--- src/rtl/sata_defines.sv ---
// SATA primitive dword constants and the 5-bit primitive ID encoding used
// between the receive primitive decoder and the link layer.
package sata_defines;

  localparam logic [31:0] PRIM_ALIGN   = 32'h7B4A_4ABC;
  localparam logic [31:0] PRIM_CONT    = 32'h9999_AA7C;
  localparam logic [31:0] PRIM_SYNC    = 32'hB5B5_957C;
  localparam logic [31:0] PRIM_X_RDY   = 32'h5757_B57C;
  localparam logic [31:0] PRIM_R_RDY   = 32'h4A4A_957C;
  localparam logic [31:0] PRIM_R_IP    = 32'h5555_B57C;
  localparam logic [31:0] PRIM_R_OK    = 32'h3535_B57C;
  localparam logic [31:0] PRIM_R_ERR   = 32'h5656_B57C;
  localparam logic [31:0] PRIM_SOF     = 32'h3737_B57C;
  localparam logic [31:0] PRIM_EOF     = 32'hD5D5_B57C;
  localparam logic [31:0] PRIM_WTRM    = 32'h5858_B57C;
  localparam logic [31:0] PRIM_HOLD    = 32'hD5D5_AA7C;
  localparam logic [31:0] PRIM_HOLDA   = 32'h9595_AA7C;
  localparam logic [31:0] PRIM_PMREQ_P = 32'h1717_B57C;
  localparam logic [31:0] PRIM_PMREQ_S = 32'h7575_957C;
  localparam logic [31:0] PRIM_PMACK   = 32'h9595_957C;
  localparam logic [31:0] PRIM_PMNACK  = 32'hF5F5_957C;
  localparam logic [31:0] PRIM_DMAT    = 32'h3636_B57C;

  typedef enum logic [4:0] {
    PRIM_ID_NONE    = 5'd0,
    PRIM_ID_SYNC    = 5'd1,
    PRIM_ID_X_RDY   = 5'd2,
    PRIM_ID_R_RDY   = 5'd3,
    PRIM_ID_R_IP    = 5'd4,
    PRIM_ID_R_OK    = 5'd5,
    PRIM_ID_R_ERR   = 5'd6,
    PRIM_ID_SOF     = 5'd7,
    PRIM_ID_EOF     = 5'd8,
    PRIM_ID_WTRM    = 5'd9,
    PRIM_ID_HOLD    = 5'd10,
    PRIM_ID_HOLDA   = 5'd11,
    PRIM_ID_PMREQ_P = 5'd12,
    PRIM_ID_PMREQ_S = 5'd13,
    PRIM_ID_PMACK   = 5'd14,
    PRIM_ID_PMNACK  = 5'd15,
    PRIM_ID_DMAT    = 5'd16,
    PRIM_ID_UNKNOWN = 5'd31
  } prim_id_t;

  typedef enum logic [1:0] {
    ST_IDLE   = 2'd0,
    ST_NORMAL = 2'd1,
    ST_CONT   = 2'd2
  } dec_state_t;

endpackage

--- src/rtl/sata_rx_prim_decoder_lookup.sv ---
// Combinational classifier: one receive dword + K flags to align/cont/data
// flags and a primitive ID (NONE for data, ALIGN and CONT).
module sata_prim_lookup
  import sata_defines::*;
(
  input  logic [31:0] rx_din,
  input  logic [3:0]  rx_is_k,
  output logic        is_align,
  output logic        is_cont,
  output logic        is_data,
  output prim_id_t    prim_id
);

  always_comb begin
    is_align = 1'b0;
    is_cont  = 1'b0;
    is_data  = 1'b0;
    prim_id  = PRIM_ID_NONE;
    if (rx_is_k == 4'b0000) begin
      is_data = 1'b1;
    end else if (rx_is_k == 4'b0001) begin
      case (rx_din)
        PRIM_ALIGN:   is_align = 1'b1;
        PRIM_CONT:    is_cont  = 1'b1;
        PRIM_SYNC:    prim_id  = PRIM_ID_SYNC;
        PRIM_X_RDY:   prim_id  = PRIM_ID_X_RDY;
        PRIM_R_RDY:   prim_id  = PRIM_ID_R_RDY;
        PRIM_R_IP:    prim_id  = PRIM_ID_R_IP;
        PRIM_R_OK:    prim_id  = PRIM_ID_R_OK;
        PRIM_R_ERR:   prim_id  = PRIM_ID_R_ERR;
        PRIM_SOF:     prim_id  = PRIM_ID_SOF;
        PRIM_EOF:     prim_id  = PRIM_ID_EOF;
        PRIM_WTRM:    prim_id  = PRIM_ID_WTRM;
        PRIM_HOLD:    prim_id  = PRIM_ID_HOLD;
        PRIM_HOLDA:   prim_id  = PRIM_ID_HOLDA;
        PRIM_PMREQ_P: prim_id  = PRIM_ID_PMREQ_P;
        PRIM_PMREQ_S: prim_id  = PRIM_ID_PMREQ_S;
        PRIM_PMACK:   prim_id  = PRIM_ID_PMACK;
        PRIM_PMNACK:  prim_id  = PRIM_ID_PMNACK;
        PRIM_DMAT:    prim_id  = PRIM_ID_DMAT;
        default:      prim_id  = PRIM_ID_UNKNOWN;
      endcase
    end else begin
      prim_id = PRIM_ID_UNKNOWN;
    end
  end

endmodule

--- src/rtl/sata_rx_prim_decoder.sv ---
// SATA receive primitive decoder: drops ALIGN, expands CONT runs, registers a
// primitive/data stream with one cycle latency. Statistics counters are built
// only when SATA_RX_PRIM_STATS_EN is defined; otherwise they read zero.
module sata_rx_prim_decoder
  import sata_defines::*;
#(
  parameter int STAT_WIDTH = 16
) (
  input  logic                  clk,
  input  logic                  rst,
  input  logic                  phy_ready,
  input  logic [31:0]           rx_din,
  input  logic [3:0]            rx_is_k,
  output logic                  prim_valid,
  output prim_id_t              prim_id,
  output logic                  prim_from_cont,
  output logic                  data_valid,
  output logic [31:0]           data,
  output logic                  cont_error,
  output logic [STAT_WIDTH-1:0] align_drop_count,
  output logic [STAT_WIDTH-1:0] unknown_prim_count
);

  logic     lk_align, lk_cont, lk_data;
  prim_id_t lk_id;

  sata_prim_lookup u_lookup (
    .rx_din   (rx_din),
    .rx_is_k  (rx_is_k),
    .is_align (lk_align),
    .is_cont  (lk_cont),
    .is_data  (lk_data),
    .prim_id  (lk_id)
  );

  dec_state_t state, state_n;
  prim_id_t   held_prim, held_n;
  logic       pv_n, fc_n, dv_n, ce_n;
  prim_id_t   id_n;
  logic [31:0] data_n;

  always_ff @(posedge clk) begin
    if (rst) begin
      state          <= ST_IDLE;
      held_prim      <= PRIM_ID_NONE;
      prim_valid     <= 1'b0;
      prim_id        <= PRIM_ID_NONE;
      prim_from_cont <= 1'b0;
      data_valid     <= 1'b0;
      data           <= '0;
      cont_error     <= 1'b0;
    end else begin
      state          <= state_n;
      held_prim      <= held_n;
      prim_valid     <= pv_n;
      prim_id        <= id_n;
      prim_from_cont <= fc_n;
      data_valid     <= dv_n;
      data           <= data_n;
      cont_error     <= ce_n;
    end
  end

  // IDLE keeps held_prim at NONE, so IDLE and NORMAL share one decode path.
  always_comb begin
    state_n = state;
    held_n  = held_prim;
    pv_n    = 1'b0;
    id_n    = PRIM_ID_NONE;
    fc_n    = 1'b0;
    dv_n    = 1'b0;
    data_n  = '0;
    ce_n    = 1'b0;
    if (!phy_ready) begin
      state_n = ST_IDLE;
      held_n  = PRIM_ID_NONE;
    end else if (lk_align) begin
      if (state == ST_IDLE) state_n = ST_NORMAL;
    end else if (state == ST_CONT && (lk_data || lk_cont)) begin
      pv_n = 1'b1;
      id_n = held_prim;
      fc_n = 1'b1;
    end else if (lk_data) begin
      state_n = ST_NORMAL;
      dv_n    = 1'b1;
      data_n  = rx_din;
    end else if (lk_cont) begin
      if (held_prim != PRIM_ID_NONE && held_prim != PRIM_ID_UNKNOWN) begin
        state_n = ST_CONT;
        pv_n    = 1'b1;
        id_n    = held_prim;
        fc_n    = 1'b1;
      end else begin
        state_n = ST_NORMAL;
        ce_n    = 1'b1;
      end
    end else begin
      state_n = ST_NORMAL;
      held_n  = lk_id;
      pv_n    = 1'b1;
      id_n    = lk_id;
    end
  end

`ifdef SATA_RX_PRIM_STATS_EN
  logic [STAT_WIDTH-1:0] align_cnt, unk_cnt;

  always_ff @(posedge clk) begin
    if (rst) begin
      align_cnt <= '0;
      unk_cnt   <= '0;
    end else begin
      if (phy_ready && lk_align && align_cnt != '1)
        align_cnt <= align_cnt + STAT_WIDTH'(1);
      if (phy_ready && lk_id == PRIM_ID_UNKNOWN && unk_cnt != '1)
        unk_cnt <= unk_cnt + STAT_WIDTH'(1);
    end
  end

  assign align_drop_count   = align_cnt;
  assign unknown_prim_count = unk_cnt;
`else
  assign align_drop_count   = '0;
  assign unknown_prim_count = '0;
`endif

endmodule

--- config.mk ---
export PLATFORM = sky130hd
export DESIGN_NAME = sata_rx_prim_decoder
export DESIGN_NICKNAME = d
export VERILOG_FILES = /design/src/rtl/sata_defines.sv /design/src/rtl/sata_rx_prim_decoder_lookup.sv /design/src/rtl/sata_rx_prim_decoder.sv
export SDC_FILE = /design/constraint.sdc
export NUM_CORES = 1
export LEC_CHECK = 0
export ABC_CLOCK_PERIOD_IN_PS = 3500
export CAP_MARGIN = 30
export CORE_UTILIZATION = 40
export CTS_CLUSTER_DIAMETER = 100
export DETAILED_ROUTE_END_ITERATION = 10
export PLACE_DENSITY = 0.78
export SLEW_MARGIN = 10
export SYNTH_ARGS = -nofsm -noshare
export SYNTH_HDL_FRONTEND = slang
export SYNTH_SLANG_ARGS = --single-unit
export TNS_END_PERCENT = 1
--- constraint.sdc ---
create_clock -name clk -period 3.5 [get_ports clk]
set_input_delay 0.525 -clock clk [delete_from_list [all_inputs] [get_ports clk]]
set_output_delay 0.525 -clock clk [all_outputs]
set_load 0.01 [all_outputs]
==> qor.txt, run 1 <==
Status: completed
Setup TNS Final: 0 ns
Post-CTS Repair Setup Buffers: 0
RSZ-0062 raised after global routing: no
Flop pwr share: 49.8%
Most frequent cells in the layout: clkdlybuf4s50_1 (79), dfxtp_1 (48), and2_1 (33)
Routed wire length: 5780 microns
Crit path capture type: flop
Clock buffer depth: 2
Register bit total from synthesis: 48
Fill cell count: 527
Drt wl/cell: 13.8 microns
Synth top area share: 39.3%
Worst-path fanout max: 9
Warnings, synthesis: 0
Mapped Area: 2440 sq um
CP required: 3.70 ns
Post-DR vias/cell: 5.22
Critical Path AT: 2.89 ns
Min-delay worst type: reg -> reg
Synth Area in Simple Gates: 36.2%
Post-synthesis mux area share: 0%
Startpoint Class: input port
Core area: 5920 sq um
Via Count: 2188
CP cell instances: clkdlybuf4s50_1, and4bb_1, nand2_4, or4_4, a21o_2, nand2_1, a21oi_1, o21a_1
Layout area overhead: 35.1%
Distinct cells, synth: 58
Leak: 0.00128 uW
Sequential cell area: 961 sq um
Post-synth EDFFs: 0
Clock share of power: 37.9%
Iter 0 DRT Violations: 76
Clock latency at the later pin of the worst-skew pair: 0.30 ns
Vias in the first global route: 1971
Final ANT Viol Nets: 0
Gr ovfl total: 0
ANT cells: 0
R2R cell count: 7
Total I/O pin count: 112
Port Buf Inserts: 79
Die X: 80.2 microns
Cts repair resizes: 0
Psw: 248 uW
Post-synthesis xor/xnor area fraction: 0.358%
Cts bufs inserted: 5
Antenna violations before repair: 0
Crit-path max cell delay: 0.56 ns
Largest family of logic cells by synthesized area: simple AND/OR/NAND/NOR gates
Slowest CP cell: and4bb_1
Synth Area in Adders: 0%
Post-route clock period utilization: 76.8%
TritonCTS clock tree: yes
Initial Util: 41.3%
Synth Area per Inst: 9.22 sq um
Tot GR Track Use: 18.8%
Peak VDD IR: 0.178 mV
Cells after Synth: 265
Most common cell after layout, fill and taps aside: clkdlybuf4s50_1
H-tree levels: 2
Die outline area: 6430 sq um
Setup Skew: 0.00733 ns
Worst slew margin: 63.6%
Max Slew Vio Count: 0
Switch share: 22.1%
Power Density: 341 nW/um^2
Area of the multi-input gates: 1310 sq um
Clock Sinks: 48
DP HPWL: 4470 microns
Largest net degree at the start of global routing: 34
Clk root buf: clkbuf_8
First-pass GRT wire length: 9300 microns
Seq/Total Area, Yosys: 39.3%
FF-to-FF setup slack: 1.58 ns
Drt first pass iters: 4
Die Ht: 80.2 microns
RR Startpoint: held_prim[4]
Final setup fails: 0
Gpl congestion: 0.871
Tmin final: 2.69 ns
Setup CP Type: in -> reg
Post-synth ARST share: 0%
Synth Area in Compound Gates: 11.7%
Post-DP Area: 3170 sq um
Max_cap viols: 0
CTS Hold Bufs: 0
Final nets: 382
Comb power frac: 12.2%
Synth area leader: dfxtp_1
Startpoint of the worst hold path: state[1]
DRC Markers: 0
Layout cells sized above 1: 10.8%
Max Freq: 0.372 GHz
Worst Hold Endpoint: state[1]
Worst slew pin tran: 0.541 ns
Clock slew at reported path FFs: 0.08 ns
Row cnt: 28
Reg-to-reg critical path endpoint: prim_id[2]
Final Instance Area: 3300 sq um
Most used flip-flop cell after synthesis: dfxtp_1
Hold Crit Depth: 2
Hold Violations, Final: 0
Main area contributors after synthesis: dfxtp_1 (39%), buf_4 (9.8%), and2_1 (8.4%)
Pint: 876 uW
-- flip-flops by register name, summed over array words and instances (netlist names) --
signal / flops
prim_id: 5
prim_from_cont: 1
state: 2
data_valid: 1
prim_valid: 1
cont_error: 1
held_prim: 5
data: 32
-- layout make-up --
type / count / share of cell area (%)
clock inverters: 1 / 0.910
well taps: 75 / 2.84
multi-input cells: 206 / 39.6
clock buffers: 7 / 2.92
repair buffers: 82 / 24.6
flip-flops and latches: 48 / 29.1
-- through the flow --
stage / hold slack (ns) / instances / total power (uW) / utilization [%] / worst slack (ns)
final: 0.486 / 419 / 1120 / 55.7 / 0.812
after global routing: 0.537 / 419 / 1170 / 55.7 / 0.624
after CTS: 0.497 / 419 / 1130 / 55.7 / 0.861
after detailed placement: 0.478 / 411 / 709 / 53.6 / 0.556
after global placement: 0.467 / 411 / 707 / 53.6 / 0.570
after floorplan: 0.450 / 296 / 660 / - / 1.22
-- critical path, delay by kind of cell --
family | cells | cell delay, ns
buffers and inverters | 1 | 0.49
AOI/OAI and AO/OA | 3 | 0.51
and+or+nand+nor | 4 | 1.35
-- synthesized netlist by cell type (all sizes together), types with 5 or more instances --
cell,instances
o21ai,7
a21oi,11
dfxtp,48
nor3,6
nand4,14
nand3,5
nand2,16
buf,39
nor2,13
and4bb,8
nor4,9
and2,36
-- metal layers --
| metal | track usage [%] | wire [microns] | share of wire (%) |
|---|---|---|---|
| met4 | 9.11 | 157 | 2.7 |
| met3 | 3.41 | 427 | 7.4 |
| met1 | 23.9 | 2530 | 44 |
| met2 | 30.4 | 2660 | 46 |
| met5 | 0 | 0 | 0 |
-- logic make-up (layout without fill, tap and decap cells) --
| family | after synthesis | in the layout |
|---|---|---|
| simple gates | 132 | 132 |
| other cells | 1 | 32 |
| buf+inv | 42 | 90 |
| flops | 48 | 48 |
| xor+xnor | 1 | 1 |
| compound gates | 41 | 41 |
-- power by group through the flow --
stage	Sequential, uW	Combinational, uW	Clock [uW]
after global routing	562	151	454
final	560	138	427
after global placement	573	134	0
after CTS	560	137	437
after floorplan	576	84.5	0
after detailed placement	573	136	0
-- worst max path at each step --
stage | to | slack, ns | start
after floorplan | held_prim[3] | 1.22 | rx_din[0]
after global placement | prim_id[0] | 0.57 | rx_din[29]
after detailed placement | held_prim[3] | 0.56 | rx_din[29]
after CTS | prim_id[2] | 0.86 | rx_din[29]
after global routing | prim_id[4] | 0.62 | rx_din[20]
final | held_prim[3] | 0.81 | rx_din[29]
Note: power is estimated with default switching activity, not from simulation.
==> run 2: changes to the inputs <==
- ABC_CLOCK_PERIOD_IN_PS: 3500 -> 2200
- CORE_UTILIZATION: 40 -> 37
- PLACE_DENSITY: 0.78 -> 0.76
- clock period: 3.5 -> 2.2 ns (I/O delays scaled with it)
==> qor.txt, run 2 (synthesis results as in run 1) <==
Min-delay worst type: in -> reg
Max_cap viols: 0
Post-route clock period utilization: 95.7%
Clock buffer depth: 2
Hold Violations, Final: 0
Final ANT Viol Nets: 0
Drt wl/cell: 14.9 microns
Die X: 83.3 microns
Core area: 6350 sq um
Max reg flops: 32
First-pass GRT wire length: 10500 microns
Setup CP Type: in -> reg
H-tree levels: 2
Largest net degree at the start of global routing: 34
Layout cells sized above 1: 28.6%
Clock Sinks: 48
Cts bufs inserted: 5
Total I/O pin count: 112
Row cnt: 29
Post-DR vias/cell: 5.29
Layout area overhead: 62.8%
Gr ovfl total: 0
Final nets: 436
Critical Path AT: 2.37 ns
Startpoint Class: input port
Die Ht: 83.3 microns
Post-layout util: 62.7%
Setup Skew: 0.00386 ns
Clock slew at reported path FFs: 0.09 ns
Die outline area: 6930 sq um
Iter 0 DRT Violations: 182
Largest Register: data
Fill cell count: 458
Sequential cell area: 961 sq um
Final setup fails: 0
RSZ-0062 raised after global routing: no
Max Freq: 0.475 GHz
Peak VDD IR: 0.440 mV
Clock latency at the later pin of the worst-skew pair: 0.31 ns
Crit path capture type: flop
Initial Util: 38.5%
Startpoint of the worst hold path: rx_din[1]
Most frequent cells in the layout: buf_4 (56), dfxtp_1 (48), clkdlybuf4s50_1 (47)
Most common cell after layout, fill and taps aside: buf_4
Tmin final: 2.10 ns
Setup TNS Final: 0 ns
Power Density: 509 nW/um^2
Clk root buf: clkbuf_8
Hold_ws: 0.251 ns
Tot GR Track Use: 18.8%
CP required: 2.46 ns
Status: completed
Vias in the first global route: 2218
Max Slew Vio Count: 0
RR Startpoint: held_prim[4]
Gpl congestion: 0.918
ANT cells: 0
TritonCTS clock tree: yes
Area of the multi-input gates: 1490 sq um
Port Buf Inserts: 79
Antenna violations before repair: 0
DP HPWL: 4810 microns
Worst setup path start: rx_din[29]
Routed wire length: 7060 microns
Leak: 0.00187 uW
DRC Markers: 0
Via Count: 2513
Top flop regs: data x32, held_prim x5, prim_id x5
Worst-path fanout max: 5
Drt first pass iters: 5
==> run 2: final cells by class <==
cell class / count / share of cell area (%)
timing repair buffer: 136 / 32.1
tap: 77 / 2.42
clock inverter: 3 / 2.26
multi-input combinational: 206 / 37.4
sequential: 48 / 24.2
clock buffer: 5 / 1.73
==> run 2: worst max-delay path, stage by stage <==
cell	delay (ns)
dlygate4sd2_1	0.24
buf_4	0.13
buf_4	0.13
nand4_1	0.11
or3_1	0.23
a311oi_2	0.14
a2111o_1	0.42
nor3b_4	0.33
nand2b_4	0.18
a22o_1	0.11
==> run 2: metrics by stage <==
| step | total power [uW] | cells | cell area (sq um) | setup WS [ns] |
|---|---|---|---|---|
| floorplan | 1050 | 296 | 2560 | 0.116 |
| global route | 2090 | 475 | 3980 | 0.00135 |
| detailed placement | 1160 | 459 | 3520 | -0.442 |
| global placement | 1160 | 459 | 3520 | -0.386 |
| CTS | 2010 | 470 | 3760 | 0.00188 |
| finish | 2020 | 475 | 3980 | 0.0950 |
==> run 2: routing by layer <==
metal  global-route usage (%)  part of all wire [%]  vias up
met5                        0                     0        -
met4                     9.09                   3.9        0
met3                     3.38                   7.5       27
met2                     31.5                    48      160
met1                     23.3                    40     1162
li1                         -                     -     1164
==> run 2: final timing paths <==
path | to | cells past startpoint | slack (ns)
setup / recovery | prim_id[4] | 10 | 0.1
hold / removal | data[1] | 2 | 0.25
setup reg to reg | prim_id[0] | 7 | 0.28
hold reg to reg | held_prim[2] | 2 | 0.52
==> run 2: repair_timing <==
item | CTS | global route
setup buffers | 3 | 5
pin swaps | 8 | 20
resized for setup | 21 | 47
hold buffers | 0 | 0
endpoints found under the setup margin | 10 | 11
==> run 2: where the power goes <==
group / total, uW / switching, uW / internal, uW
Sequential: 893 / 8.77 / 884
Combinational: 263 / 129 / 134
Clock: 868 / 300 / 568
Total: 2020 / 438 / 1590
